`config.mk`:
```
export PLATFORM = sky130hd
export DESIGN_NAME = axi_llc_data_way_pipe
export DESIGN_NICKNAME = d
export VERILOG_FILES = /design/src/rtl/axi_llc_data_way_pipe.sv
export SDC_FILE = /design/constraint.sdc
export NUM_CORES = 1
export LEC_CHECK = 0
export CAP_MARGIN = 30
export CORE_AREA = 2 2 265 267
export CTS_CLUSTER_DIAMETER = 50
export DETAILED_ROUTE_END_ITERATION = 16
export DIE_AREA = 0 0 267 269
export DONT_BUFFER_PORTS = 1
export HOLD_SLACK_MARGIN = 0.06
export PLACE_DENSITY = 0.41
export RECOVER_POWER = 100
export SLEW_MARGIN = 10
export SYNTH_ARGS = -nofsm -noshare
export SYNTH_HDL_FRONTEND = slang
export SYNTH_SLANG_ARGS = --single-unit
```
`constraint.sdc`:
```
create_clock -name clk_i -period 12.2 [get_ports clk_i]
set_input_delay 2.44 -clock clk_i [delete_from_list [all_inputs] [get_ports clk_i]]
set_output_delay 2.44 -clock clk_i [all_outputs]
set_load 0.03 [all_outputs]
```
`src/rtl/axi_llc_data_way_pipe.sv`:
```
// rtl/axi_llc_data_way_pipe.sv - LLC data-way SRAM pipe with read-credit flow control and response FIFO
// Optional performance counters are built when AXI_LLC_DATA_WAY_PERF_EN is defined.
module axi_llc_data_way_pipe #(
  parameter int DataWidth = 128,
  parameter int AddrWidth = 10,
  parameter int UnitWidth = 2,
  parameter int Latency   = 2
) (
  input  logic                   clk_i,
  input  logic                   rst_i,
  input  logic                   inp_valid_i,
  output logic                   inp_ready_o,
  input  logic                   inp_we_i,
  input  logic [AddrWidth-1:0]   inp_addr_i,
  input  logic [DataWidth-1:0]   inp_wdata_i,
  input  logic [DataWidth/8-1:0] inp_strb_i,
  input  logic [UnitWidth-1:0]   inp_unit_i,
  output logic                   out_valid_o,
  input  logic                   out_ready_i,
  output logic [DataWidth-1:0]   out_data_o,
  output logic [UnitWidth-1:0]   out_unit_o,
  output logic                   ram_req_o,
  output logic                   ram_we_o,
  output logic [AddrWidth-1:0]   ram_addr_o,
  output logic [DataWidth-1:0]   ram_wdata_o,
  output logic [DataWidth/8-1:0] ram_be_o,
  input  logic                   ram_gnt_i,
  input  logic [DataWidth-1:0]   ram_rdata_i,
  output logic [31:0]            perf_reads_o,
  output logic [31:0]            perf_writes_o,
  output logic [31:0]            perf_stalls_o
);

  localparam int PtrWidth = (Latency > 1) ? $clog2(Latency) : 1;
  localparam int CntWidth = $clog2(Latency + 1);
  localparam int SumWidth = CntWidth + 1;
  localparam logic [SumWidth-1:0] LatSum = SumWidth'(Latency);

  logic [Latency-1:0]   sr_valid_q, sr_valid_d;
  logic [UnitWidth-1:0] sr_unit_q [Latency];
  logic [UnitWidth-1:0] sr_unit_d [Latency];

  logic [DataWidth-1:0] fifo_data_q [Latency];
  logic [UnitWidth-1:0] fifo_unit_q [Latency];
  logic [PtrWidth-1:0]  wptr_q, wptr_d, rptr_q, rptr_d;
  logic [CntWidth-1:0]  count_q, count_d;

  logic                 ret_valid;
  logic [UnitWidth-1:0] ret_unit;
  logic                 fifo_empty;
  logic                 push, pop, out_hs;
  logic [SumWidth-1:0]  outstanding;
  logic                 credit_ok;
  logic                 fire, rd_fire;

  function automatic logic [PtrWidth-1:0] ptr_inc(input logic [PtrWidth-1:0] p);
    return (p == PtrWidth'(Latency - 1)) ? '0 : p + PtrWidth'(1);
  endfunction

  // The last shift stage lines up with the cycle the macro drives read data.
  assign ret_valid  = sr_valid_q[Latency-1];
  assign ret_unit   = sr_unit_q[Latency-1];
  assign fifo_empty = (count_q == '0);

  assign out_valid_o = !rst_i && (fifo_empty ? ret_valid : 1'b1);
  assign out_data_o  = fifo_empty ? ram_rdata_i : fifo_data_q[rptr_q];
  assign out_unit_o  = fifo_empty ? ret_unit : fifo_unit_q[rptr_q];
  assign out_hs      = out_valid_o && out_ready_i;

  assign push = !rst_i && ret_valid && (!fifo_empty || !out_ready_i);
  assign pop  = !rst_i && !fifo_empty && out_ready_i;

  always_comb begin
    outstanding = SumWidth'(count_q);
    for (int i = 0; i < Latency; i++) begin
      outstanding = outstanding + SumWidth'(sr_valid_q[i]);
    end
  end

  // Every read in flight or queued owns a FIFO slot, so the buffer cannot overflow.
  assign credit_ok   = (outstanding < LatSum) || ((outstanding == LatSum) && out_hs);
  assign inp_ready_o = !rst_i && ram_gnt_i && (inp_we_i || credit_ok);
  assign fire        = inp_valid_i && inp_ready_o;
  assign rd_fire     = fire && !inp_we_i;

  assign ram_req_o   = fire;
  assign ram_we_o    = inp_we_i;
  assign ram_addr_o  = inp_addr_i;
  assign ram_wdata_o = inp_wdata_i;
  assign ram_be_o    = inp_strb_i;

  always_comb begin
    sr_valid_d    = '0;
    sr_valid_d[0] = rd_fire;
    sr_unit_d[0]  = inp_unit_i;
    for (int i = 1; i < Latency; i++) begin
      sr_valid_d[i] = sr_valid_q[i-1];
      sr_unit_d[i]  = sr_unit_q[i-1];
    end
  end

  always_comb begin
    wptr_d  = push ? ptr_inc(wptr_q) : wptr_q;
    rptr_d  = pop ? ptr_inc(rptr_q) : rptr_q;
    count_d = count_q;
    case ({push, pop})
      2'b10:   count_d = count_q + CntWidth'(1);
      2'b01:   count_d = count_q - CntWidth'(1);
      default: count_d = count_q;
    endcase
  end

  always_ff @(posedge clk_i) begin
    if (rst_i) begin
      sr_valid_q <= '0;
      for (int i = 0; i < Latency; i++) begin
        sr_unit_q[i] <= '0;
      end
      wptr_q  <= '0;
      rptr_q  <= '0;
      count_q <= '0;
    end else begin
      sr_valid_q <= sr_valid_d;
      sr_unit_q  <= sr_unit_d;
      wptr_q     <= wptr_d;
      rptr_q     <= rptr_d;
      count_q    <= count_d;
    end
  end

  always_ff @(posedge clk_i) begin
    if (push) begin
      fifo_data_q[wptr_q] <= ram_rdata_i;
      fifo_unit_q[wptr_q] <= ret_unit;
    end
  end

`ifdef AXI_LLC_DATA_WAY_PERF_EN
  logic [31:0] perf_reads_q, perf_writes_q, perf_stalls_q;
  logic        wr_fire, stall;

  assign wr_fire = fire && inp_we_i;
  assign stall   = inp_valid_i && !inp_ready_o;

  always_ff @(posedge clk_i) begin
    if (rst_i) begin
      perf_reads_q  <= '0;
      perf_writes_q <= '0;
      perf_stalls_q <= '0;
    end else begin
      if (rd_fire && (perf_reads_q != '1))  perf_reads_q  <= perf_reads_q + 32'd1;
      if (wr_fire && (perf_writes_q != '1)) perf_writes_q <= perf_writes_q + 32'd1;
      if (stall && (perf_stalls_q != '1))   perf_stalls_q <= perf_stalls_q + 32'd1;
    end
  end

  assign perf_reads_o  = perf_reads_q;
  assign perf_writes_o = perf_writes_q;
  assign perf_stalls_o = perf_stalls_q;
`else
  assign perf_reads_o  = '0;
  assign perf_writes_o = '0;
  assign perf_stalls_o = '0;
`endif

endmodule

```
=== After elaboration in Yosys (flattened, before gate mapping) ===
Memories as Yosys holds them, arrays and structs flattened. A register that Yosys moved wholly into a read port is not among the register bits.
Cells that the tools add are included.

* Input bits: 290
* Memories: 2
* Logic and storage cells: 50
* Bits in registers: 10
* Memory bits (read-only): 0
* Output and inout port bits: 384
* Latch bits: 0
* Bits in writable memories: 260

* Mux-type cells: 12
* Order comparisons: 1
* Eq/ne operators: 3
* Multipliers: 0
* Bitwise logic cells: 0
* Divide/modulo/power cells: 0
* Add/sub/neg operators: 6
* Shift operators: 0
* Reduce and logical (&&, ||, !) cells: 20

{| class="wikitable"
|+ Memory list
! name !! depth !! width !! read ports !! clocked after Yosys merged registers in !! wr ports !! line !! text
|-
| fifo_data_q || 2 || 128 || 1 || 1 || 1 || 43 || <nowiki>logic [DataWidth-1:0] fifo_data_q [Latency];</nowiki>
|-
| fifo_unit_q || 2 || 2 || 1 || 1 || 1 || 44 || <nowiki>logic [UnitWidth-1:0] fifo_unit_q [Latency];</nowiki>
|}

{| class="wikitable"
|+ Operators with widths
! operator !! count
|-
| $mux W128 || 1
|-
| $logic_and A1 B1 Y1 || 11
|-
| $mux W1 || 9
|-
| $logic_not A1 Y1 || 4
|-
| $pmux W2 S2 || 1
|-
| $add A2 B1 Y3 || 1
|-
| $add A3 B1 Y3 || 1
|-
| $eq A3 B2 Y1 const B || 1
|-
| $logic_or A1 B1 Y1 || 3
|-
| $lt A3 B2 Y1 const B || 1
|-
| $add A1 B1 Y1 const B || 2
|-
| $add A2 B1 Y2 const B || 1
|-
| $eq A2 B1 Y1 const B || 1
|-
| $eq A2 B2 Y1 const B || 1
|-
| $logic_not A2 Y1 || 1
|-
| $mux W2 || 1
|-
| $reduce_bool A2 Y1 || 1
|-
| $sub A2 B1 Y2 const B || 1
|}

=== Longest topological paths before layout ===
Gate-level depths: netlist (run 1).

* Word-level depth: 10
* Mapped depth: 8
* Depth with buffers taken out: 7

=== Worst setup path before layout (run 1) ===
No wires, ideal clock.

* Path type: in2reg
* Start point: input rst_i
* End point: memory fifo_data_q[1][0], enable pin
* Path buffers: 1
* Data arrival time: 12.113 ns
* Slack: -0.718 ns
* Data required time: 11.395 ns
* Cell stages on the path: 2
* Library setup time: 0.805 ns
* Cell sequence: clkbuf_1 -> nor3b_1

* Longest elaborated chain between the ends: 5

{| class="wikitable"
|+ Ends and longest elaborated chain
! element !! line !! text
|-
| start: declaration || 10 || <nowiki>input logic rst_i,</nowiki>
|-
| $logic_not A1 Y1 || 70 || <nowiki>assign push = !rst_i && ret_valid && (!fifo_empty || !out_ready_i);</nowiki>
|-
| $logic_and A1 B1 Y1 (2 in series) || 70 ||
|-
| $mux W1 || 132 || <nowiki>if (push) begin</nowiki>
|-
| $mux W1 (implied by the code) || 133 || <nowiki>fifo_data_q[wptr_q] <= ram_rdata_i;</nowiki>
|-
| end: declaration || 43 ||
|}

No other way between the ends.

=== Final worst setup path (run 1) ===
* Start point: input out_ready_i
* End point: memory fifo_data_q[0][89], enable pin

* Longest elaborated chain between the ends: 5

{| class="wikitable"
|+ Ends and longest elaborated chain
! element !! line !! text
|-
| start: declaration || 19 || <nowiki>input logic out_ready_i,</nowiki>
|-
| $logic_not A1 Y1 || 70 ||
|-
| $logic_or A1 B1 Y1 || 70 ||
|-
| $logic_and A1 B1 Y1 || 70 ||
|-
| $mux W1 || 132 ||
|-
| $mux W1 (implied by the code) || 133 ||
|}

No other way between the ends.

==> impl_metrics.json, run 1 <==
{
  "routedWlPerCell_um": 15.7,
  "power.leakage_nw": 4.22,
  "dp_slack_ps": 6470,
  "grt_pass1_vias": 6023,
  "path_max_fanout": 54,
  "avgSynthCellArea_sq_um": 13.5,
  "coreArea_sq_mm": 0.0693,
  "hp-class": "reg -> reg",
  "power-per-cell-area_mw_per_mm2": 165,
  "clkTransAtPathRegs_ps": 50,
  "syn_to_final_growth_pct": 3.34,
  "postCtsResizedCells": 0,
  "antenna_found_initial": 0,
  "cts_buffer_depth": 3,
  "worst_setup_path_end_kind": "flip-flop",
  "ioPinCount": 674,
  "wl_mm": 28.7,
  "cp_common_cell": "clkbuf_1",
  "outcome": "finished with violations",
  "final_cell_mix": "260 x edfxtp_1, 130 x mux2i_1, 127 x a21oi_1",
  "post-dp-hpwl_mm": 18.5,
  "initial_utilization": 0.195,
  "nets": 1153,
  "gp_congestion": 0.657,
  "wl_met1_mm": 10.9,
  "gr-usage-all-layers": 0.0734,
  "setup_viol": 0,
  "cts_setup_buffers": 0,
  "yosys_warnings": 0,
  "htreeDepth": 2,
  "synth_top_area_frac": 0.579,
  "tritoncts": "built",
  "rsz0062_at_grt": "false",
  "period_share": 0.627,
  "drt-initial-drc-count": 316,
  "drc": 0,
  "crit_path_top_delay_cell": "clkbuf_1",
  "power_w": 0.00229,
  "slew_violations": 276,
  "synth_top_cell_by_area": "edfxtp_1",
  "met2_length_mm": 13.4,
  "cts_buffers": 42,
  "firstDrtPassIters": 4,
  "synthesis.area_sq_mm": 0.0135,
  "via_count": 6296,
  "setup.worst_path.class": "in -> reg",
  "synthDistinctLibCells": 32,
  "setup.worst_path.start_class": "input port",
  "timing.final.crit_period_ps": 7650,
  "finalHoldViolCount": 0,
  "diodes": 0,
  "worstPathArrival_ps": 7720,
  "maxSlewHeadroom": -1.30,
  "viasPerCell": 3.44,
  "top_layer_used": "met5",
  "setup_ws_ps": 4550,
  "cp.required_ps": 12270,
  "die_height_um": 269,
  "grt_max_degree": 135,
  "core.rowCount": 97,
  "gr-total-overflow": 0,
  "dr_wl_met3_mm": 3.50,
  "cts-root-buf": "clkbuf_16",
  "max_stage_delay_ps": 2440,
  "irDropWorstVdd_mv": 0.0982,
  "postSynthCellCount": 1002,
  "cts.sinks": 271,
  "hold_buffers": 0,
  "yosysSeqAreaShare": 0.596,
  "ys_ff_latch": 271,
  "finalInstanceArea_sq_mm": 0.0139,
  "fmax_mhz": 131,
  "fin_skew_ps": 19.5,
  "placed_cell_area_sq_mm": 0.0129,
  "drive_gt1_frac": 0.166,
  "final_common_cell": "edfxtp_1",
  "ant_nets": 0,
  "worst_pin_slew_ps": 3450,
  "violations": "max-capacitance violations, max-slew violations",
  "worstPathCellList": "inv_1, o21ai_0, nor3_1, clkbuf_1, clkbuf_1",
  "io_buffer_count": 0,
  "path_buf_inv": 3,
  "maxCapViolCount": 6,
  "critPathTopFamily": "buffers and inverters",
  "synth_area_leaders": "edfxtp_1 58%, buf_4 14%, mux2i_1 9.7%",
  "die-area_sq_mm": 0.0718,
  "tns_ps": 0,
  "clk_latency_ps": 540,
  "grt_pass1_wl_mm": 39.5,
  "die-width_um": 267
}
Yosys cell counts, drive strengths merged:
cell    count
mux2i     130
clkbuf      1
buf       295
xor2        2
and2        1
and4b       1
nor3b       1
or3         1
dfxtp      11
conb        1
mux2        1
o21ai       4
a21oi     131
or2         2
o21bai      1
inv         6
xnor2       1
nor3        2
nor2      138
ha          3
fa          1
edfxtp    260
nor2b       6
nand4b      1
and3        1
area by class of cell:
class / instances / area, sq um
clock buffer: 51 / 1110
clock inverter: 25 / 214
fill: 7473 / 55400
inverter: 6 / 22.5
multi-input combinational: 524 / 3270
sequential: 271 / 8030
tap: 940 / 1180
timing repair buffer: 14 / 116
state kept, by name, summed over array words and instances (netlist names), named ones only:
signal,count
fifo_unit_q,4
rptr_q,1
count_q,2
sr_valid_q,2
sr_unit_d,2
fifo_data_q,256
ret_unit,2
wptr_q,1
routing by layer:
metal  track usage  up-vias
met5       0.00405        -
li1              -     2927
met1        0.0821     2977
met2         0.110      330
met4        0.0311        2
met3        0.0467       60
where the power goes:
part | total [W] | switching (W) | internal, W
registers | 0.00102 | 0.00000141 | 0.00102
logic | 0.000145 | 0.000125 | 0.0000208
clock network | 0.00112 | 0.000443 | 0.000680
stage by stage:
stage                      util  hold slack, ps  cells
after floorplan               -             414   1097
after global placement    0.185             443   1749
after detailed placement  0.185             456   1750
after CTS                 0.205             466   1826
after global routing      0.201             471   1831
final                     0.201             457   1831
worst register-to-register path, stage by stage, from the launching register on:
cell and delay [ps]:
dfxtp_1 450, or2_4 490, o21ai_0 360, nor3_1 1870
clkbuf_1 590, clkbuf_1 2450
kinds of logic (layout without fill, tap and decap cells):
| kind of cell | Yosys count | after routing | share of synthesized area |
|---|---|---|---|
| multiplexers | 131 | 131 | 0.0974 |
| buffers and inverters | 302 | 96 | 0.171 |
| flip-flops | 271 | 271 | 0.596 |
| AO/OA/AOI/OAI | 136 | 136 | 0.0705 |
| AND/OR/NAND/NOR | 154 | 154 | 0.0592 |
| adder cells (fa/ha/maj) | 4 | 4 | 0.00427 |
| other | 1 | 96 | 0.000278 |
| XOR/XNOR | 3 | 3 | 0.00195 |
final timing paths:
kind	start	end	slack [ps]	depth (start not counted)
max	out_ready_i	fifo_data_q[0][89]	4550	5
min	sr_unit_d[0]	ret_unit[0]	460	1
max reg2reg	count_q[0]	fifo_data_q[0][89]	5430	5
min reg2reg	sr_unit_d[0]	ret_unit[0]	460	1
No activity file was read; power rests on OpenSTA's default activity.
==> run 2, diff against run 1 <==
Settings changed: PLACE_DENSITY 0.41 to 0.4.
Clock period 12.2 ns to 7.1 ns, I/O delays scaled along.
==> impl_metrics.json, run 2 (same netlist as run 1, synthesis figures left out) <==
{
  "gp_congestion": 0.665,
  "die-area_sq_mm": 0.0718,
  "setup.worst_path.start_class": "flip-flop",
  "post-dp-hpwl_mm": 19.2,
  "firstDrtPassIters": 6,
  "regMostFlops": "fifo_data_q",
  "slew_violations": 64,
  "fmax_mhz": 195,
  "setup.worst_path.class": "reg -> out",
  "worst_setup_path_end_kind": "output pin",
  "cts-root-buf": "clkbuf_16",
  "io_buffer_count": 0,
  "tns_ps": 0,
  "largestRegisters": "fifo_data_q (256), fifo_unit_q (4)",
  "placed_cell_area_sq_mm": 0.0129,
  "nets": 1153,
  "viasPerCell": 3.43,
  "drive_gt1_frac": 0.170,
  "pwr-share-clk": 0.490,
  "path_max_fanout": 64,
  "seqPwrFrac": 0.447,
  "final_cell_mix": "260 x edfxtp_1, 130 x mux2i_1, 128 x a21oi_1",
  "reg2reg_slack_ps": 2520,
  "syn_to_final_growth_pct": 3.41,
  "wl_mm": 29.3,
  "routedWlPerCell_um": 16.0,
  "cts_buffer_depth": 3,
  "fin_hold_ws_ps": 449,
  "grt_pass1_wl_mm": 40.0,
  "ioPinCount": 674,
  "clk_latency_ps": 560,
  "hold_buffers": 0,
  "tritoncts": "built",
  "finalHoldViolCount": 0,
  "die_height_um": 269,
  "switching_share": 0.250,
  "postCtsResizedCells": 0,
  "gr-total-overflow": 0,
  "hp-class": "reg -> reg",
  "pwr-share-comb": 0.063,
  "ant_nets": 0,
  "cts_buffers": 43,
  "gr-usage-all-layers": 0.0746,
  "core.rowCount": 97,
  "initial_utilization": 0.195,
  "htreeDepth": 2,
  "via_count": 6286,
  "grt_pass1_vias": 6040,
  "irDropWorstVdd_mv": 0.152,
  "cts.sinks": 271,
  "diodes": 0,
  "maxCapViolCount": 1,
  "die-width_um": 267,
  "maxSlewHeadroom": -0.00361,
  "drt-initial-drc-count": 330,
  "cts_setup_buffers": 0,
  "largest_reg_flops": 256,
  "intPower_w": 0.00295,
  "setup_viol": 0,
  "worst_pin_slew_ps": 1510,
  "outcome": "finished with violations",
  "cp.required_ps": 5680,
  "coreArea_sq_mm": 0.0693,
  "finalInstanceArea_sq_mm": 0.0139,
  "drc": 0,
  "violations": "max-capacitance violations, max-slew violations",
  "power-per-cell-area_mw_per_mm2": 282,
  "power.leakage_nw": 4.24,
  "dp_slack_ps": 3450,
  "antenna_found_initial": 1,
  "clkTransAtPathRegs_ps": 50,
  "grt_max_degree": 114,
  "worstPathArrival_ps": 3700,
  "p_sw_w": 0.000985,
  "rsz0062_at_grt": "false",
  "final_common_cell": "edfxtp_1",
  "setup_ws_ps": 1980,
  "timing.final.crit_period_ps": 5120,
  "fin_skew_ps": 18.9,
  "period_share": 0.721
}
## run 2: changes by cell type in the layout (fill, tap and decap cells not counted), sizes merged
cell / delta
clkbuf: -2
clkinv: +1
buf: +5
bufinv: -1
inv: -1
clkinvlp: -1
## run 2: metrics by stage
stage	instances	util	total power [W]
5_1_grt	1832	0.201	0.00409
4_1_cts	1832	0.205	0.00402
3_5_place_dp	1754	0.186	0.00205
3_3_place_gp	1754	0.186	0.00205
2_1_floorplan	1097	-	0.00224
6_report	1832	0.201	0.00393
## run 2: final cells by class
type | count | area (sq um)
Multi-Input combinational cell | 524 | 3270
Tap cell | 940 | 1180
Clock buffer | 55 | 1140
Timing Repair Buffer | 13 | 113
Clock inverter | 23 | 181
Sequential cell | 271 | 8030
Fill cell | 7459 | 55400
Inverter | 6 | 22.5
## run 2: critical path, stage by stage, from the launching register on
cell and delay (ps):
dfxtp_1 430, or2_0 750, clkbuf_2 1240, nor2_2 0
a21oi_1 710
## run 2: power groups by stage
stage	Sequential, W	Clock (W)	Combinational (W)
finish	0.00176	0.00193	0.000248
global route	0.00176	0.00207	0.000263
CTS	0.00176	0.00201	0.000259
detailed placement	0.00179	0	0.000258
global placement	0.00179	0	0.000258
floorplan	0.00179	0	0.000447
## run 2: worst paths after layout
kind	startpoint	end	cells past startpoint
worst max register to register	count_q[1]	fifo_data_q[0][96]	6
worst min register to register	sr_unit_d[1]	ret_unit[1]	1
worst max-delay path	count_q[1]	out_data_o[101]	4
worst min-delay path	sr_unit_d[1]	ret_unit[1]	1
## run 2: metal layers
| metal | vias up | wire length, um | track usage |
|---|---|---|---|
| li1 | 2933 | - | - |
| met1 | 2923 | 11600 | 0.0879 |
| met2 | 360 | 12800 | 0.105 |
| met3 | 68 | 4070 | 0.0502 |
| met4 | 2 | 829 | 0.0317 |
| met5 | - | 14 | 0 |
